$ cat config.mk
export PLATFORM = sky130hd
export DESIGN_NAME = ptr_sync_gray
export DESIGN_NICKNAME = d
export VERILOG_FILES = /design/src/rtl/ptr_sync_gray.sv
export SDC_FILE = /design/constraint.sdc
export NUM_CORES = 1
export LEC_CHECK = 0
export BUFFER_PORTS_ARGS = -buffer_cell sky130_fd_sc_hd__buf_2
export CORE_MARGIN = 10
export CORE_UTILIZATION = 57
export CTS_BUF_LIST = sky130_fd_sc_hd__clkbuf_8
export CTS_CLUSTER_SIZE = 25
export DETAILED_ROUTE_END_ITERATION = 10
export PLACE_DENSITY = 0.88
export SETUP_SLACK_MARGIN = 0.3
export SLEW_MARGIN = 10
export SYNTH_ARGS = -nofsm -noshare
export SYNTH_HDL_FRONTEND = slang
export SYNTH_SLANG_ARGS = --single-unit
$ cat constraint.sdc
create_clock -name wclk -period 3.9 [get_ports wclk]
set_clock_uncertainty 0.2 [all_clocks]
set_input_delay 0.78 -clock wclk [delete_from_list [all_inputs] [get_ports wclk]]
set_output_delay 0.78 -clock wclk [all_outputs]
set_load 0.01 [all_outputs]
$ cat src/rtl/ptr_sync_gray.sv
// ptr_sync_gray: brings a gray-coded pointer from a foreign clock domain into
// wclk through a SYNC_STAGES-deep flop chain, converts it to binary and reports
// the per-cycle modular advance (step) with a one-cycle update strobe.
// A FILL/LOAD priming sequence after reset takes the first synchronised value
// as the baseline, so a nonzero foreign pointer at reset release is not
// reported as an advance.
// Optional step checker: define PTR_SYNC_STEP_CHK_EN to build a sticky
// step_err flag that is set when an advance exceeds MAX_STEP.
module ptr_sync_gray #(
    parameter int PTR_W       = 4,
    parameter int SYNC_STAGES = 2,
    parameter int MAX_STEP    = 1
) (
    input  logic             wclk,
    input  logic             wrst_n,
    input  logic [PTR_W-1:0] rptr,
    input  logic             err_clr,
    output logic [PTR_W-1:0] wq2_rptr,
    output logic [PTR_W-1:0] wq_rptr_bin,
    output logic [PTR_W-1:0] wq_rptr_step,
    output logic             wq_rptr_upd,
    output logic             step_err
);

    // Elaboration-time guard on the parameter ranges the structure relies on.
    if (PTR_W < 2 || SYNC_STAGES < 2 || MAX_STEP < 0) begin : g_bad_param
        $error("ptr_sync_gray: PTR_W and SYNC_STAGES must be >= 2, MAX_STEP >= 0");
    end

    localparam int               CNT_W    = $clog2(SYNC_STAGES);
    localparam logic [CNT_W-1:0] CNT_LAST = CNT_W'(SYNC_STAGES - 1);

    typedef enum logic [1:0] {
        FILL = 2'd0,
        LOAD = 2'd1,
        RUN  = 2'd2
    } state_t;

    logic [SYNC_STAGES-1:0][PTR_W-1:0] sync_q;
    logic [PTR_W-1:0]                  bin_d;
    logic [PTR_W-1:0]                  diff_d;
    state_t                            state_q;
    logic [CNT_W-1:0]                  cnt_q;
    logic [PTR_W-1:0]                  bin_q;
    logic [PTR_W-1:0]                  step_q;
    logic                              upd_q;

    // Synchroniser chain: stage 0 samples the foreign pointer, each later
    // stage copies its predecessor. Only the last stage is used downstream.
    always_ff @(posedge wclk or negedge wrst_n) begin
        if (!wrst_n) begin
            sync_q <= '0;
        end else begin
            sync_q <= {sync_q[SYNC_STAGES-2:0], rptr};
        end
    end

    assign wq2_rptr = sync_q[SYNC_STAGES-1];

    // Gray to binary: bit i is the XOR of all gray bits from the MSB down to i.
    always_comb begin
        bin_d = '0;
        for (int i = 0; i < PTR_W; i++) begin
            bin_d[i] = ^(wq2_rptr >> i);
        end
    end

    // Advance since the last registered binary value; wraps modulo 2^PTR_W.
    assign diff_d = bin_d - bin_q;

    // Priming FSM with registered outputs. FILL waits until the chain holds a
    // sampled value, LOAD captures it as baseline without reporting a step,
    // RUN tracks the pointer and reports every advance for one cycle.
    always_ff @(posedge wclk or negedge wrst_n) begin
        if (!wrst_n) begin
            state_q <= FILL;
            cnt_q   <= '0;
            bin_q   <= '0;
            step_q  <= '0;
            upd_q   <= 1'b0;
        end else begin
            case (state_q)
                FILL: begin
                    cnt_q  <= cnt_q + CNT_W'(1);
                    step_q <= '0;
                    upd_q  <= 1'b0;
                    if (cnt_q == CNT_LAST) begin
                        state_q <= LOAD;
                    end
                end
                LOAD: begin
                    bin_q   <= bin_d;
                    step_q  <= '0;
                    upd_q   <= 1'b0;
                    state_q <= RUN;
                end
                RUN: begin
                    bin_q  <= bin_d;
                    step_q <= diff_d;
                    upd_q  <= |diff_d;
                end
                default: begin
                    state_q <= FILL;
                    cnt_q   <= '0;
                    step_q  <= '0;
                    upd_q   <= 1'b0;
                end
            endcase
        end
    end

    assign wq_rptr_bin  = bin_q;
    assign wq_rptr_step = step_q;
    assign wq_rptr_upd  = upd_q;

`ifdef PTR_SYNC_STEP_CHK_EN
    localparam logic [PTR_W-1:0] MAX_STEP_W = PTR_W'(MAX_STEP);

    logic step_big;
    logic step_err_q;

    // The check looks at the registered step, so the flag rises one edge
    // after the offending step is presented.
    assign step_big = (state_q == RUN) && (step_q > MAX_STEP_W);

    // Sticky error flag; a new violation takes priority over a clear.
    always_ff @(posedge wclk or negedge wrst_n) begin
        if (!wrst_n) begin
            step_err_q <= 1'b0;
        end else if (step_big) begin
            step_err_q <= 1'b1;
        end else if (err_clr) begin
            step_err_q <= 1'b0;
        end
    end

    assign step_err = step_err_q;
`else
    logic unused_err_clr;

    assign unused_err_clr = err_clr;
    assign step_err       = 1'b0;
`endif

endmodule

After elaboration in Yosys (flattened, before gate mapping)
Cells that the tools add are included.
{"block": "word_totals", "input_bits": 7, "elab_cells": 26, "reg_bits": 20, "output_inout_bits": 14}
{"block": "classes", "n_bitwise": 1, "add_sub_neg": 2, "n_reduce_logical": 8, "muxes": 5, "eq_ne": 3}
{"op": "parity 4 bit", "n": 4}
{"op": "case mux 2 bit (3 select lines)", "n": 1}
{"op": "2-to-1 mux 4 bit", "n": 1}
{"op": "OR reduction 4 bit", "n": 1}
{"op": "subtractor 4 bit", "n": 1}
{"op": "equality test 2 x 1 -> 1 bit (second input constant)", "n": 1}
{"op": "equality test 2 bit (second input constant)", "n": 1}
{"op": "logical NOT 2 bit", "n": 1}
{"op": "2-to-1 mux 2 bit", "n": 1}
{"op": "inequality test 2 bit (second input constant)", "n": 1}
{"op": "case mux 1 bit (2 select lines)", "n": 1}
{"op": "AND reduction 2 bit", "n": 1}
{"op": "OR reduction 2 bit", "n": 1}
{"op": "adder 1 bit (second input constant)", "n": 1}
{"op": "2-to-1 mux 1 bit", "n": 1}
{"op": "inverter 1 bit", "n": 1}

Longest topological paths before layout
Gate-level depths: netlist of the first run.
{"block": "logic_depth", "ltp_word": 4, "ltp_mapped": 7, "ltp_nobuf": 7}

Worst setup path before layout of the first run
No wires, ideal clock.
{"block": "synth_path", "kind": "register to register", "startpoint": "register sync_q (netlist bit wq2_rptr[3])", "endpoint": "register upd_q (netlist: wq_rptr_upd)", "t_required_ps": 3576, "path_stages_with_launch": 8, "period_less_slack_ps": 2308, "arrival_time_ps": 1984, "setup_slack_ps": 1592, "n_path_buf": 0, "setup_time_ps": 124, "cell_sequence": "dfrtp_1 xnor2_1 xnor2_2 xnor2_1 ha_1 fa_1 xnor2_1 o31a_1"}
{"block": "synth_between", "elab_chain_len": 4, "elab_cells_between_ends": 7, "cone_classes": "1 x add/sub; 1 x mux; 5 x reduce/logical"}
{"item": "start: declaration", "line": "39", "rtl": "logic [SYNC_STAGES-1:0][PTR_W-1:0] sync_q;"}
{"item": "start signal: assignment", "line": "54", "rtl": "sync_q <= {sync_q[SYNC_STAGES-2:0], rptr};"}
{"item": "parity 4 bit", "line": "64", "rtl": "bin_d[i] = ^(wq2_rptr >> i);"}
{"item": "named net bin_d[1]", "line": "40", "rtl": "logic [PTR_W-1:0] bin_d;"}
{"item": "subtractor 4 bit", "line": "69", "rtl": "assign diff_d = bin_d - bin_q;"}
{"item": "OR reduction 4 bit", "line": "100", "rtl": "upd_q <= |diff_d;"}
{"item": "2-to-1 mux 1 bit", "line": "82", "rtl": "case (state_q)"}
{"item": "end signal: assignment", "line": "100"}
{"item": "end: declaration", "line": "46", "rtl": "logic upd_q;"}
The timed path passes the listed nets, and every way through them passes these cells.
A chain may end at the register's enable or synchronous reset.

Worst setup path in the final report of the first run
Same ends and word-level chain as after synthesis.

==> results of run 1 <==
## registers in the layout, summed over array words and instances (netlist names)
name and flops:
wq_rptr_upd 1, wq_rptr_step 4, cnt_q 1, sync_q 4, wq_rptr_bin 4, state_q 2, wq2_rptr 4
## power groups by stage
stage               combinational, mW  sequential, mW  clock [mW]
floorplan                      0.0608           0.267           0
global placement                0.115           0.251           0
detailed placement              0.120           0.254           0
CTS                             0.120           0.250       0.131
global route                    0.133           0.252       0.139
finish                          0.116           0.249       0.126
## layout by cell type (no fill, tap or decap)
| cell type | synthesis | final |
|---|---|---|
| clkbuf_8 | 0 | 3 |
| o31a_1 | 1 | 1 |
| and2_1 | 2 | 2 |
| dfrtp_1 | 20 | 20 |
| buf_2 | 0 | 18 |
| nor2b_1 | 2 | 2 |
| xor2_1 | 1 | 1 |
| ha_1 | 6 | 6 |
| mux2_2 | 1 | 1 |
| o21a_1 | 1 | 1 |
| inv_1 | 7 | 7 |
| a21oi_1 | 4 | 4 |
| nor2_1 | 2 | 2 |
| o21ai_0 | 5 | 5 |
| fa_1 | 1 | 1 |
| conb_1 | 1 | 1 |
| nand2_1 | 6 | 6 |
| xnor2_2 | 1 | 1 |
| xnor2_1 | 4 | 4 |
## Yosys cell counts
cell type / n / area [µm²]
o31a_1: 1 / 8.76
xnor2_2: 1 / 16.3
a21oi_1: 4 / 20.0
ha_1: 6 / 75.1
mux2_2: 1 / 11.3
o21a_1: 1 / 7.51
nor2_1: 2 / 7.51
buf_4: 5 / 37.5
nor2b_1: 2 / 12.5
dfrtp_1: 20 / 500
xnor2_1: 4 / 35.0
nand2_1: 6 / 22.5
o21ai_0: 5 / 25.0
conb_1: 1 / 3.75
and2_1: 2 / 12.5
inv_1: 7 / 26.3
fa_1: 1 / 20.0
xor2_1: 1 / 8.76
clkbuf_1: 1 / 3.75
## metrics by stage
| step | total power [mW] | instance area, µm² | hold WS [ps] | util [%] |
|---|---|---|---|---|
| 2_1_floorplan | 0.328 | 855 | 131 | - |
| 3_3_place_gp | 0.367 | 922 | 133 | 68.3 |
| 3_5_place_dp | 0.374 | 922 | 137 | 68.3 |
| 4_1_cts | 0.502 | 963 | 157 | 71.4 |
| 5_1_grt | 0.525 | 963 | 163 | 71.4 |
| 6_report | 0.491 | 963 | 155 | 71.4 |
## worst max-delay path: cells and delay by family (launching register included)
kind            cells  cell delay, ps
flops               1             420
fa+ha+maj           2             600
xor+xnor            4             850
compound gates      1             300
## per-layer routing
layer | track usage [%] | up-vias | part of all wire (%)
met1 | 8.63 | 228 | 39
met2 | 13.7 | 19 | 47
met4 | 4.92 | 0 | 2.3
met3 | 5.58 | 5 | 11
met5 | 0 | - | 0
li1 | - | 250 | -
## area by class of cell
class,instances,area (µm²),area share [%]
Sequential cell,20,500,51.9
Multi-Input combinational cell,38,287,29.7
Timing Repair Buffer,18,90.1,9.35
Clock buffer,3,41.3,4.29
Inverter,7,26.3,2.73
Tap cell,15,18.8,1.95
## final timing paths
check | slack (ps) | to | cells past startpoint | start
worst max-delay path | 1400 | wq_rptr_upd | 7 | wq2_rptr[3]
min in group asynchronous | 250 | state_q[1] | 1 | wrst_n
worst max register to register | 1400 | wq_rptr_upd | 7 | wq2_rptr[3]
worst min register to register | 160 | wq2_rptr[1] | 0 | sync_q[1]
max in group asynchronous | 2960 | sync_q[0] | 1 | wrst_n
worst min-delay path | 160 | wq2_rptr[1] | 0 | sync_q[1]
## kinds of logic (layout without fill, tap and decap cells)
group,after synthesis,count (layout)
flip-flops,20,20
adder cells (fa/ha/maj),7,7
XOR/XNOR,6,6
multiplexers,1,1
AND/OR/NAND/NOR,12,12
AO/OA/AOI/OAI,11,11
buffers and inverters,13,28
other,1,1
==> qor.yml, run 1 <==
outcome: "complete, no violations"
cts_max_path_buffers: 2
cts_tree: "built"
path_class: "reg -> reg"
p_int_mw: 0.360
yosys.area_share.simple_pct: 6.44
timing.final.ws_setup_ps: 1400
syn_to_final_growth_pct: 12.7
fin_nets: 102
grt_pass1_wl_um: 2340
cts_resized: 0
cp_max_fo: 4
cp-end-kind: "flip-flop"
p_seq_share_pct: 50.7
antenna_found_initial: 0
grt_pass1_vias: 550
slew_viol_final: 0
vdd_drop_max_v: 0.000266
die_x_um: 58.7
num_rows: 13
htreeDepth: 1
die-height_um: 58.7
ys_seq_area_share_pct: 58.6
netlist_area_um2: 855
setup_viol: 0
cts.sinks: 20
synth_compound_area_share_pct: 7.17
pin_count: 21
overflow: 0
dr.pass1.iters: 2
synth_cell_types: 19
crit_top_cell: "xnor2_1"
synth_warnings: 0
finalHoldViolations: 0
instances_no_fill: 101
cp_slowest_cell: "dfrtp_1"
sw_frac_of_total_pct: 26.8
core_area_mm2: 0.00135
synth_top_family_by_area: "adder cells"
synth_fp_nets: 85
synth_xor_area_share_pct: 7.03
power.clock.fraction_pct: 25.7
hold_buffers: 0
cts_root_buf: "clkbuf_8"
clock_latency_ps: 250
design.die.area_mm2: 0.00345
wl_per_cell_um: 13.0
leakage_nw: 0.479
vias: 502
post_cts_buffers: 0
finalSetupTns_ps: 0
drc: 0
grt_use_total_pct: 8.74
avgSynthCellArea_um2: 12.0
clkSlewWorstSetupHoldPaths_ps: 60
p_per_area_mw_per_mm2: 510
wl_um: 1310
via_per_inst: 4.97
synth-adder-area-share_pct: 11.1
initial_utilization_pct: 63.3
start_kind: "flip-flop"
cts_buffers: 3
synth_mux_area_share_pct: 1.32
grt_max_degree: 21
dp_slack_ps: 1410
critical_path.max_stage_delay_ps: 420
diodes: 0
min_period_over_period_pct: 64.1
min_period_ps: 2500
crit_arrival_ps: 2430
port_buffers: 18
postRouteAntennaNets: 0
comb_power_share_pct: 23.6
rsz0062_at_grt: "no"
gp_congestion: 0.718
fillers: 96
required_ps: 3840
p_sw_mw: 0.132
crit_chain: "xnor2_1 > xnor2_2 > xnor2_1 > ha_1 > fa_1 > xnor2_1 > o31a_1"
hpwl_um: 1030
dr.first_iter.drc_count: 4
place_inst: 98
drive_above_1_share_pct: 26.7
max_freq_mhz: 400
syn_inst: 71
ys_ff_latch: 20
maxCapViolations: 0
hp-class: "reg -> reg"
Power figures use the tool's default switching activity.
==> run 2, diff against run 1 <==
Settings changed: CORE_UTILIZATION 57 to 53, PLACE_DENSITY 0.88 to 0.83.
Clock period 3.9 ns to 2.4 ns, I/O delays scaled along.
==> qor.yml, run 2 (synthesis results as in run 1) <==
outcome: "complete, no violations"
cp-end-kind: "flip-flop"
syn_to_final_growth_pct: 19.8
finalSetupTns_ps: 0
grt_max_degree: 21
drc: 0
comb_power_share_pct: 23.9
fin_area_mm2: 0.00102
vdd_drop_max_v: 0.000545
antenna_found_initial: 0
vias: 528
final_cell_mix: "dfrtp_1, buf_2, inv_1, nand2_1"
pin_count: 21
gp_congestion: 0.685
cts_max_path_buffers: 2
grt_pass1_wl_um: 2330
clkSlewWorstSetupHoldPaths_ps: 70
initial_utilization_pct: 56.1
finalCoreUtilization_pct: 67.2
timing.final.ws_setup_ps: 184
num_rows: 14
cts_buffers: 3
cts_tree: "built"
min_period_ps: 2220
htreeDepth: 1
max_freq_mhz: 451
grt_pass1_vias: 570
power.clock.fraction_pct: 28.9
crit_arrival_ps: 2150
overflow: 0
clock_latency_ps: 250
p_int_mw: 0.630
drive_above_1_share_pct: 33.0
p_seq_share_pct: 47.1
dp_slack_ps: 50.3
fin_nets: 106
cp_max_fo: 2
via_per_inst: 4.93
finalHoldViolations: 0
die-height_um: 60.2
design.die.area_mm2: 0.00362
sw_frac_of_total_pct: 26.5
die_x_um: 60.2
leakage_nw: 0.508
start_kind: "flip-flop"
slew_viol_final: 0
dr.first_iter.drc_count: 5
maxCapViolations: 0
postRouteAntennaNets: 0
diodes: 0
layout_commonest_cell: "dfrtp_1"
min_period_over_period_pct: 92.4
core_area_mm2: 0.00152
grt_use_total_pct: 8.58
dr.pass1.iters: 3
p_sw_mw: 0.227
instances_no_fill: 107
p_per_area_mw_per_mm2: 836
required_ps: 2340
setup_viol: 0
dpl_cell_area_um2: 931
wl_um: 1410
rsz0062_at_grt: "yes"
reg2regPathDepth: 7
wl_per_cell_um: 13.1
hold_depth: 1
port_buffers: 18
cts.sinks: 20
place_inst: 99
path_class: "reg -> reg"
cts_root_buf: "clkbuf_8"
hp-class: "in -> reg"
-- run 2: cell count changes in the layout (fill, tap and decap cells not counted), sizes merged --
cell,previous run,this run
buf,18,21
clkbuf,3,4
dlygate4sd3,0,1
-- run 2: repair_timing --
item,in CTS,in global routing
gates resized for setup,2,0
hold buffers,1,0
buffers inserted,3,0
setup endpoints to repair,3,4
hold endpoints to repair,20,0
pin swaps,3,4
-- run 2: area by class of cell --
cell class              instances  area, µm²
inverters                       7       26.3
repair buffers                 22        123
flip-flops and latches         20        500
well taps                      16       20.0
clock buffers                   4       55.1
multi-input cells              38        299
fillers                       116        500
-- run 2: layer usage --
metal | share of wire, % | up-vias | track usage [%]
li1 | - | 257 | -
met1 | 41 | 248 | 7.60
met2 | 48 | 18 | 15.4
met3 | 9.5 | 5 | 4.66
met4 | 2.1 | 0 | 3.85
met5 | 0 | - | 0
-- run 2: path summary, 6_finish.rpt --
kind | startpoint | end | slack, ps
setup / recovery | wq2_rptr[2] | wq_rptr_upd | 180
hold / removal | rptr[3] | sync_q[3] | 130
setup reg to reg | wq2_rptr[2] | wq_rptr_upd | 180
hold reg to reg | sync_q[1] | wq2_rptr[1] | 150
max in group asynchronous | wrst_n | wq2_rptr[2] | 1220
min in group asynchronous | wrst_n | wq_rptr_step[0] | 480
-- run 2: power by group through the flow --
stage	Clock (mW)	Sequential [mW]	Combinational (mW)
floorplan	0	0.435	0.0998
global placement	0	0.409	0.188
detailed placement	0	0.410	0.194
CTS	0.251	0.404	0.208
global route	0.266	0.411	0.230
finish	0.248	0.404	0.205
-- run 2: worst max-delay path, cell delays in order (launching register included) --
cell and delay [ps]:
dfrtp_1 400, xnor2_2 220, xnor2_2 160, xnor2_1 110
ha_2 190, fa_2 530, nand2_1 50, o31a_1 230
-- run 2: per-stage QoR --
stage	hold WS [ps]	total power [mW]
CTS	128	0.863
detailed placement	142	0.604
global placement	132	0.597
floorplan	-15.6	0.535
finish	127	0.856
global route	119	0.907
